## config.mk

```make
export PLATFORM = sky130hd
export DESIGN_NAME = result_collector
export DESIGN_NICKNAME = d
export VERILOG_FILES = /design/src/rtl/nn_pkg.sv /design/src/rtl/argmax_tracker.sv /design/src/rtl/result_collector.sv
export SDC_FILE = /design/constraint.sdc
export NUM_CORES = 1
export LEC_CHECK = 0
export BUFFER_PORTS_ARGS = -buffer_cell sky130_fd_sc_hd__buf_4
export CORE_MARGIN = 4
export CORE_UTILIZATION = 54
export CTS_CLUSTER_DIAMETER = 100
export DETAILED_ROUTE_END_ITERATION = 12
export MAX_ROUTING_LAYER = met4
export PLACE_DENSITY = 0.9
export SLEW_MARGIN = 20
export SYNTH_ARGS = -nofsm -noshare
export SYNTH_HDL_FRONTEND = slang
export SYNTH_SLANG_ARGS = --single-unit
```

## constraint.sdc

```tcl
create_clock -name clk -period 3.3 [get_ports clk]
set_input_delay 0.495 -clock clk [delete_from_list [all_inputs] [get_ports clk]]
set_output_delay 0.495 -clock clk [all_outputs]
set_load 0.05 [all_outputs]
```

## src/rtl/nn_pkg.sv

```systemverilog
// nn_pkg -- definitions shared by the network controllers.
//   state_t        : result collector FSM encoding
//   SAMPLES_DEF    : default number of samples per run
//   N_CLASS_DEF    : default number of output-layer scores per sample
//   ADDR_W / CLS_W : sample-index and class-index widths
//   CLS_CNT_W      : width of the per-sample score counter
package nn_pkg;

  typedef enum logic [2:0] {
    S_IDLE    = 3'd0,
    S_COLLECT = 3'd1,
    S_LABEL   = 3'd2,
    S_CMP     = 3'd3,
    S_NEXT    = 3'd4,
    S_FIN     = 3'd5
  } state_t;

  localparam int SAMPLES_DEF = 750;
  localparam int N_CLASS_DEF = 3;
  localparam int ADDR_W      = 10;
  localparam int CLS_W       = 2;
  localparam int CLS_CNT_W   = 8;

endpackage

```

## src/rtl/argmax_tracker.sv

```systemverilog
// argmax_tracker -- running signed maximum and its index.
//   clk, rst : clock, asynchronous active-low reset
//   first    : the enabled score starts a new sample (load unconditionally)
//   en       : a score is presented this cycle
//   score    : signed score
//   idx      : class index of the score
//   max      : largest score seen so far in this sample
//   argmax   : index of that score; ties keep the lower index
module argmax_tracker #(
  parameter int DW = 8,
  parameter int IW = 2
) (
  input  logic                 clk,
  input  logic                 rst,
  input  logic                 first,
  input  logic                 en,
  input  logic signed [DW-1:0] score,
  input  logic        [IW-1:0] idx,
  output logic signed [DW-1:0] max,
  output logic        [IW-1:0] argmax
);

  always_ff @(posedge clk or negedge rst) begin
    if (!rst) begin
      max    <= '0;
      argmax <= '0;
    end else if (en) begin
      if (first) begin
        max    <= score;
        argmax <= '0;
      end else if (score > max) begin
        // Strict compare so an equal later score never steals the index.
        max    <= score;
        argmax <= idx;
      end
    end
  end

endmodule

```

## src/rtl/result_collector.sv

```systemverilog
// result_collector -- gathers output-layer scores per sample, takes the
// argmax, compares it with the stored label and writes the prediction.
//   clk, rst          : clock, asynchronous active-low reset
//   start             : pulse that clears counters and begins a run (IDLE/FIN)
//   sc_valid/sc_ready : score handshake, sc_data signed score, sc_last ends sample
//   lbl_rd/lbl_addr   : label memory read; lbl_data arrives the next cycle
//   res_we/res_addr/res_data : prediction write
//   correct           : running count of correct predictions
//   busy / done       : run in progress / run complete (held until start)
//   dbg_state         : present FSM state, dbg_max : running max score
//
// Handshake: a score transfers on a rising edge where sc_valid and sc_ready
// are both high; sc_ready is high only in COLLECT, and the source must hold
// sc_valid/sc_data/sc_last stable until the transfer happens.
module result_collector
  import nn_pkg::*;
#(
  parameter int SAMPLES = SAMPLES_DEF,
  parameter int N_CLASS = N_CLASS_DEF,
  parameter int DW      = 8
) (
  input  logic                 clk,
  input  logic                 rst,
  input  logic                 start,
  input  logic                 sc_valid,
  output logic                 sc_ready,
  input  logic signed [DW-1:0] sc_data,
  input  logic                 sc_last,
  output logic                 lbl_rd,
  output logic [ADDR_W-1:0]    lbl_addr,
  input  logic [CLS_W-1:0]     lbl_data,
  output logic                 res_we,
  output logic [ADDR_W-1:0]    res_addr,
  output logic [CLS_W-1:0]     res_data,
  output logic [ADDR_W-1:0]    correct,
  output logic                 busy,
  output logic                 done,
  output state_t               dbg_state,
  output logic signed [DW-1:0] dbg_max
);

  localparam logic [ADDR_W-1:0]    SAMPLES_C = ADDR_W'(SAMPLES);
  localparam logic [CLS_CNT_W-1:0] N_CLASS_C = CLS_CNT_W'(N_CLASS);

  state_t                r_state;
  logic [ADDR_W-1:0]     r_sample_cnt;
  logic [ADDR_W-1:0]     r_correct;
  logic [CLS_CNT_W-1:0]  r_cls_idx;

  logic                  w_hs;
  logic                  w_clear;
  logic                  w_in_range;
  logic                  w_trk_en;
  logic                  w_trk_first;
  logic signed [DW-1:0]  w_trk_score;
  logic signed [DW-1:0]  w_max;
  logic [CLS_W-1:0]      w_argmax;
  logic [ADDR_W-1:0]     w_cnt_nxt;

  assign w_hs       = (r_state == S_COLLECT) && sc_valid;
  assign w_clear    = start && ((r_state == S_IDLE) || (r_state == S_FIN));
  assign w_in_range = (r_cls_idx < N_CLASS_C);
  assign w_cnt_nxt  = r_sample_cnt + ADDR_W'(1);

  // A run start reuses the tracker's load path with a zero score, which
  // clears max/argmax without a dedicated clear input.
  assign w_trk_en    = w_clear || (w_hs && w_in_range);
  assign w_trk_first = w_clear || (r_cls_idx == '0);
  assign w_trk_score = w_clear ? '0 : sc_data;

  argmax_tracker #(
    .DW (DW),
    .IW (CLS_W)
  ) u_tracker (
    .clk    (clk),
    .rst    (rst),
    .first  (w_trk_first),
    .en     (w_trk_en),
    .score  (w_trk_score),
    .idx    (r_cls_idx[CLS_W-1:0]),
    .max    (w_max),
    .argmax (w_argmax)
  );

  always_ff @(posedge clk or negedge rst) begin
    if (!rst) begin
      r_state      <= S_IDLE;
      r_sample_cnt <= '0;
      r_correct    <= '0;
      r_cls_idx    <= '0;
    end else begin
      case (r_state)
        S_IDLE, S_FIN: begin
          if (start) begin
            r_state      <= S_COLLECT;
            r_sample_cnt <= '0;
            r_correct    <= '0;
            r_cls_idx    <= '0;
          end
        end
        S_COLLECT: begin
          if (w_hs) begin
            if (sc_last) begin
              r_cls_idx <= '0;
              r_state   <= S_LABEL;
            end else if (r_cls_idx != '1) begin
              // Saturate so a runaway sample can never wrap back into range.
              r_cls_idx <= r_cls_idx + CLS_CNT_W'(1);
            end
          end
        end
        S_LABEL: r_state <= S_CMP;
        S_CMP: begin
          // lbl_data answers the read issued in LABEL.
          if (lbl_data == w_argmax) r_correct <= r_correct + ADDR_W'(1);
          r_state <= S_NEXT;
        end
        S_NEXT: begin
          r_sample_cnt <= w_cnt_nxt;
          r_state      <= (w_cnt_nxt == SAMPLES_C) ? S_FIN : S_COLLECT;
        end
        default: r_state <= S_IDLE;
      endcase
    end
  end

  // Moore decode from the state register only.
  assign sc_ready  = (r_state == S_COLLECT);
  assign lbl_rd    = (r_state == S_LABEL);
  assign res_we    = (r_state == S_CMP);
  assign busy      = (r_state == S_COLLECT) || (r_state == S_LABEL) ||
                     (r_state == S_CMP)     || (r_state == S_NEXT);
  assign done      = (r_state == S_FIN);
  assign lbl_addr  = r_sample_cnt;
  assign res_addr  = r_sample_cnt;
  assign res_data  = w_argmax;
  assign correct   = r_correct;
  assign dbg_state = r_state;
  assign dbg_max   = w_max;

endmodule
```

* Yosys cells after proc, flatten, opt, wreduce, memory -nomap -nowiden
Cells that the tools add are included.
** Storage, ports and cells
- Register bits :: 41
- Output and inout bits :: 48
** Operators by class
- Add/subtract/negate cells :: 3
- Order comparisons :: 2
- Equal/unequal tests :: 13
- Multiplexer cells :: 19
- Reduce and logical (&&, ||, !) cells :: 21
** Operators with widths (number)
- $mux 8 :: 7
- $pmux 10 s2 :: 2
- $add 10x1->10 const B :: 2
- $mux 10 :: 2
- $pmux 8 s2 :: 1
- $pmux 3 s5 :: 1
- $mux 3 :: 4
- $eq 10x10->1 const B :: 1
- $add 8x1->8 const B :: 1
- $gt 8x8->1 :: 1
- $logic_not 8->1 :: 1
- $lt 8x2->1 const B :: 1
- $ne 8x8->1 const B :: 1
- $reduce_bool 2->1 :: 4
- $eq 3x2->1 const B :: 2
- $eq 3x3->1 const B :: 2
- $logic_or 1x1->1 :: 6
- $ne 2x1->1 const B :: 3
- $reduce_and 3->1 :: 2
- $mux 2 :: 2
- $reduce_and 2->1 :: 2
- $reduce_and 4->1 :: 1
- $eq 3x1->1 const B :: 1
- $logic_and 1x1->1 :: 3
- 5 further kinds :: 5

* Longest topological paths before layout
- Word-level depth :: 7
- Depth in mapped cells :: 12
- Mapped depth without buffers :: 9

* Cells and area by module
A second synthesis with hierarchy kept.
** Unflattened totals
- Cell total of the unflattened synthesis :: 298
- Area, all modules :: 2692.6 µm²
** By module, submodules not included
- result_collector :: times used 1, cells each 238, area an instance 2000.7 µm², seq. area each 775.7 µm²
- argmax_tracker :: times used 1, cells each 60, area an instance 691.9 µm², seq. area each 250.2 µm²

* Worst setup path after synthesis
Ideal clock, no wire load.
- Kind :: register to register
- Start point :: register r_state[1], in the netlist dbg_state[1]
- End point :: register u_tracker.max[1]
- Arrival :: 3079 ps
- Data required time :: 3175 ps
- Path slack :: 97 ps
- Cell stages (with the launch flop) :: 13
- Path buffers :: 3
- Clock period less this slack :: 3203 ps
- Path through :: dfrtp_1 > buf_6 > nor2b_1 > nand2_1 > clkbuf_1 > and2_1 > ha_1 > a21o_1 > a2111oi_0 > and3_1 > a211o_1 > buf_2 > mux2_2
** Between the ends
- Word-level cells in the longest chain between the ends :: 7
- Elaborated cells on any way between the ends :: 15
- Those cells by class :: order compare: 1; eq/ne: 2; mux: 3; reduce/logical: 9
** RTL lines
- start: declaration :: line result_collector.sv:45 : state_t r_state;
- start signal: assignment :: line result_collector.sv:120 : r_state <= (w_cnt_nxt == SAMPLES_C) ? S_FIN : S_COLLECT;
- $eq 3x3->1 / $logic_not 3->1 (equally long branches) :: line result_collector.sv:61 : assign w_clear = start && ((r_state == S_IDLE) || (r_state == S_FIN));
- $logic_or 1x1->1 (*) :: line result_collector.sv:61
- $logic_and 1x1->1 (*) :: line result_collector.sv:61
- $mux 8 (*) :: line result_collector.sv:69 : assign w_trk_score = w_clear ? '0 : sc_data;
- named net u_tracker.score[5] :: line argmax_tracker.sv:17 : input logic signed [DW-1:0] score,
- $gt 8x8->1 (*) :: line argmax_tracker.sv:31 : end else if (score > max) begin
- $reduce_bool 2->1 (no line) (*)
- $reduce_and 2->1 (no line) (*)
- end signal: assignment :: line argmax_tracker.sv:29 : max <= score;
- end signal: assignment :: line argmax_tracker.sv:33 : max <= score;
- end: declaration :: line argmax_tracker.sv:19 : output logic signed [DW-1:0] max,
The timed path passes the listed nets; every way through them passes the cells marked *. The select of a mux whose other input is x is not followed.
A chain may end at the register's enable or synchronous reset.

* Final worst setup path
- Start point :: register r_state[0], in the netlist dbg_state[0]
- End point :: register u_tracker.max[4]
Same word-level chain as after synthesis.

==> impl_metrics.py <==
metrics = {
    "timing": {
        "slew_violations": 0,
        "setup_violations": 0,
        "rsz0062_at_grt": "false",
        "fmax_mhz": 336.9,
        "fin_tns_setup_ns": 0,
        "hold_viol_final": 0,
        "fin_crit_ns": 2.968,
        "slew_headroom": 0.4290,
        "clock_skew_ns": 0.005009,
        "fin_crit_sh": 0.8995,
        "worst_slew_pin_slew_ns": 0.8348,
    },
    "worst_setup_path": {
        "path_cells": "xnor2_1, nand2_1, buf_4, and2_1, ha_1, inv_1, a2111oi_0, and3_1, a211o_1, buf_4, mux2_2",
        "critical_path.top_delay_family": "compound AO/OA/AOI/OAI gates",
        "cp_data_required_time_ns": 3.48,
        "path_class": "flop to flop",
        "critPathCaptureType": "flop",
        "path_common_cell": "buf_4",
        "critPathMaxStageDelay_ns": 0.49,
        "slowest_stage": "a2111oi_0",
        "cp.arrival_ns": 3.15,
        "cp.buffers_inverters": 3,
        "worstPathMaxFanout": 11,
        "critPathLaunchType": "flop",
    },
    "clock_network": {
        "ctsRootBufferMaster": "clkbuf_8",
        "clk_pin_slew_ns": 0.08,
        "cts_max_path_buffers": 2,
        "tritoncts": "done",
        "cts_hold_buf": 0,
        "htree_levels": 2,
        "cts.sinks": 41,
        "ctsResizeCount": 0,
        "clk_latency_ns": 0.30,
        "numCtsBuffers": 5,
        "cts_setup_buffers": 0,
    },
    "detailed_routing": {
        "firstDrtPassIters": 4,
        "wire_per_inst_um": 16.19,
        "vias_per_cell": 5.822,
        "drc": 0,
        "postRouteAntennaNets": 0,
        "drt_iter0_markers": 149,
        "totalWireLength_um": 6557,
        "num_vias": 2358,
    },
    "global_routing": {
        "grt_pass1_wl_um": 10880,
        "overflow": 0,
        "track_usage": 0.2316,
        "antenna_found_initial": 0,
        "grt_pass1_vias": 2283,
        "grt_max_degree": 42,
    },
    "final_layout": {
        "antenna_cells": 0,
        "nFillCells": 350,
        "num-nets-final": 365,
        "fin_util": 0.6718,
        "area_growth_pct": 20.82,
        "drive_gt1_frac": 0.2751,
    },
    "die": {
        "die_h_um": 77.74,
        "die_w_um": 77.74,
        "num_rows": 25,
        "io_pins": 63,
        "dieArea_um2": 6044,
        "fp.coreArea_um2": 4723,
        "start_util": 0.5560,
    },
    "yosys": {
        "synth_top_area_cell": "dfrtp_1",
        "synth_nets": 313,
        "synthTopCellsByArea": "dfrtp_1, ha_1, o21ai_0",
        "async_flop_share": 1.000,
        "ys.flop_type": "dfrtp_1",
        "syn-instance-count": 285,
        "synth_edf_count": 0,
        "synth_top_area_frac": 0.3907,
        "postSynthAreaPerCell_um2": 9.215,
        "ys_seq_area_frac": 0.3907,
        "yosys_warnings": 0,
        "ys_seq_elements": 41,
        "synthDistinctLibCells": 49,
        "synth_area_um2": 2626,
    },
    "placed_design": {
        "place.gp.congestion": 0.8659,
        "dp_hpwl_um": 4749,
        "port_buffers": 62,
    },
    "status": {
        "outcome": "complete, no violations",
    },
    "hold_path": {
        "worst_hold_path_type": "input pin to async pin",
    },
    "job": {
        "cap_violations": 0,
    },
    "pwr": {
        "p_leak_nw": 1.529,
        "powerDensity_nw_per_um2": 844.6,
        "ir_drop_v": 0.0004847,
    },
}
-- power by group --
group	leakage, nW	switching [mW]	internal (mW)
sequential	0.553	0.102	0.600
combinational	0.921	1.05	0.558
clock	0.0542	0.176	0.189
total	1.53	1.33	1.35
-- area by class of cell --
| type | count | area, µm² | area share |
|---|---|---|---|
| timing repair buffer | 68 | 510.5 | 0.1609 |
| multi-input combinational | 206 | 1395 | 0.4397 |
| clock buffer | 7 | 96.34 | 0.03036 |
| inverter | 15 | 56.30 | 0.01774 |
| sequential | 41 | 1026 | 0.3233 |
| clock inverter | 1 | 5.005 | 0.001577 |
| tap | 67 | 83.83 | 0.02642 |
-- cells by family (layout without fill, tap and decap cells) --
logic type	after synthesis	after routing	share of synthesized area
AOI/OAI and AO/OA	66	66	0.1658
muxes	9	9	0.03811
buffers and inverters	38	91	0.07813
and+or+nand+nor	104	104	0.2187
DFF	41	41	0.3907
adders and majority gates	13	13	0.06194
xor gates and xnor gates	14	14	0.04669
-- cells in the mapped netlist (2+ instances only) --
| library cell | count |
|---|---|
| o2111ai_1 | 5 |
| ha_1 | 13 |
| nor3_1 | 2 |
| inv_1 | 15 |
| o31ai_1 | 7 |
| clkbuf_1 | 8 |
| nand3_1 | 15 |
| o21ai_0 | 22 |
| nor4_1 | 2 |
| dfrtp_1 | 41 |
| a2111oi_0 | 2 |
| o41ai_1 | 3 |
| or2_2 | 2 |
| xnor2_1 | 5 |
| a31oi_1 | 4 |
| mux2_2 | 8 |
| o22ai_1 | 2 |
| nand2_1 | 18 |
| a21o_1 | 2 |
| buf_4 | 10 |
| and4_1 | 2 |
| buf_6 | 3 |
| a21oi_1 | 8 |
| a22o_1 | 2 |
| nand4_1 | 7 |
| nand2b_1 | 3 |
| nor2b_1 | 5 |
| buf_2 | 2 |
| xor2_1 | 9 |
| nor2_1 | 21 |
| and2_1 | 10 |
| and3_1 | 10 |
-- metal layers --
metal  part of all wire  global-route usage
met1               0.41              0.2840
met2               0.49              0.3664
met3              0.071             0.04176
met4              0.033              0.1174
met5                  0                   -
-- worst register-to-register path, delay by kind of cell (launching register included) --
kind,cells,cell delay (ns)
AOI/OAI and AO/OA,2,0.64
xor gates and xnor gates,1,0.24
buffers and inverters,3,0.40
and+or+nand+nor,3,0.56
adders and majority gates,1,0.29
muxes,1,0.34
DFF,1,0.39
-- final timing paths --
kind / startpoint / to / slack (ns) / cells after the start
max: dbg_state[0] / u_tracker.max[4] / 0.33 / 11
min: rst / u_tracker.max[7] / 0.16 / 1
max reg2reg: dbg_state[0] / u_tracker.max[4] / 0.33 / 11
min reg2reg: u_tracker.max[3] / u_tracker.max[3] / 0.53 / 1
max in group asynchronous: rst / r_cls_idx[2] / 2.78 / 1
min in group clk: sc_data[0] / u_tracker.max[0] / 0.49 / 3
-- cell usage in the layout, fill, tap and decap left out, types with 3 or more instances in the layout --
| master | netlist | final |
|---|---|---|
| dfrtp_1 | 41 | 41 |
| nand2b_1 | 3 | 3 |
| nand4_1 | 7 | 7 |
| nand2_1 | 18 | 18 |
| ha_1 | 13 | 13 |
| a31oi_1 | 4 | 4 |
| nor2b_1 | 5 | 5 |
| nand3_1 | 15 | 15 |
| xor2_1 | 9 | 9 |
| o41ai_1 | 3 | 3 |
| clkbuf_8 | 0 | 7 |
| o21ai_0 | 22 | 22 |
| and3_1 | 10 | 10 |
| buf_4 | 10 | 68 |
| o2111ai_1 | 5 | 5 |
| mux2_2 | 8 | 8 |
| nor2_1 | 21 | 21 |
| a21oi_1 | 8 | 8 |
| xnor2_1 | 5 | 5 |
| inv_1 | 15 | 15 |
| o31ai_1 | 7 | 7 |
| and2_1 | 10 | 10 |
-- registers in the layout, indices dropped and copies added, names as in the netlist --
register and count:
correct 10, dbg_state 3, lbl_addr 10, r_cls_idx 8, u_tracker.argmax 2, u_tracker.max 8
-- per-stage QoR --
step | power [mW] | cells | instance area, µm² | hold slack (ns) | worst slack (ns)
2_1_floorplan | 1.862 | 285 | 2626 | 0.1994 | 0.09678
3_3_place_gp | 2.254 | 397 | 3072 | 0.5059 | 0.4010
3_5_place_dp | 2.314 | 397 | 3072 | 0.5017 | 0.2233
4_1_cts | 2.683 | 405 | 3173 | 0.1755 | 0.3667
5_1_grt | 2.837 | 405 | 3173 | 0.2068 | 0.08565
6_report | 2.680 | 405 | 3173 | 0.1615 | 0.3316
No activity file was read; power rests on OpenSTA's default activity.
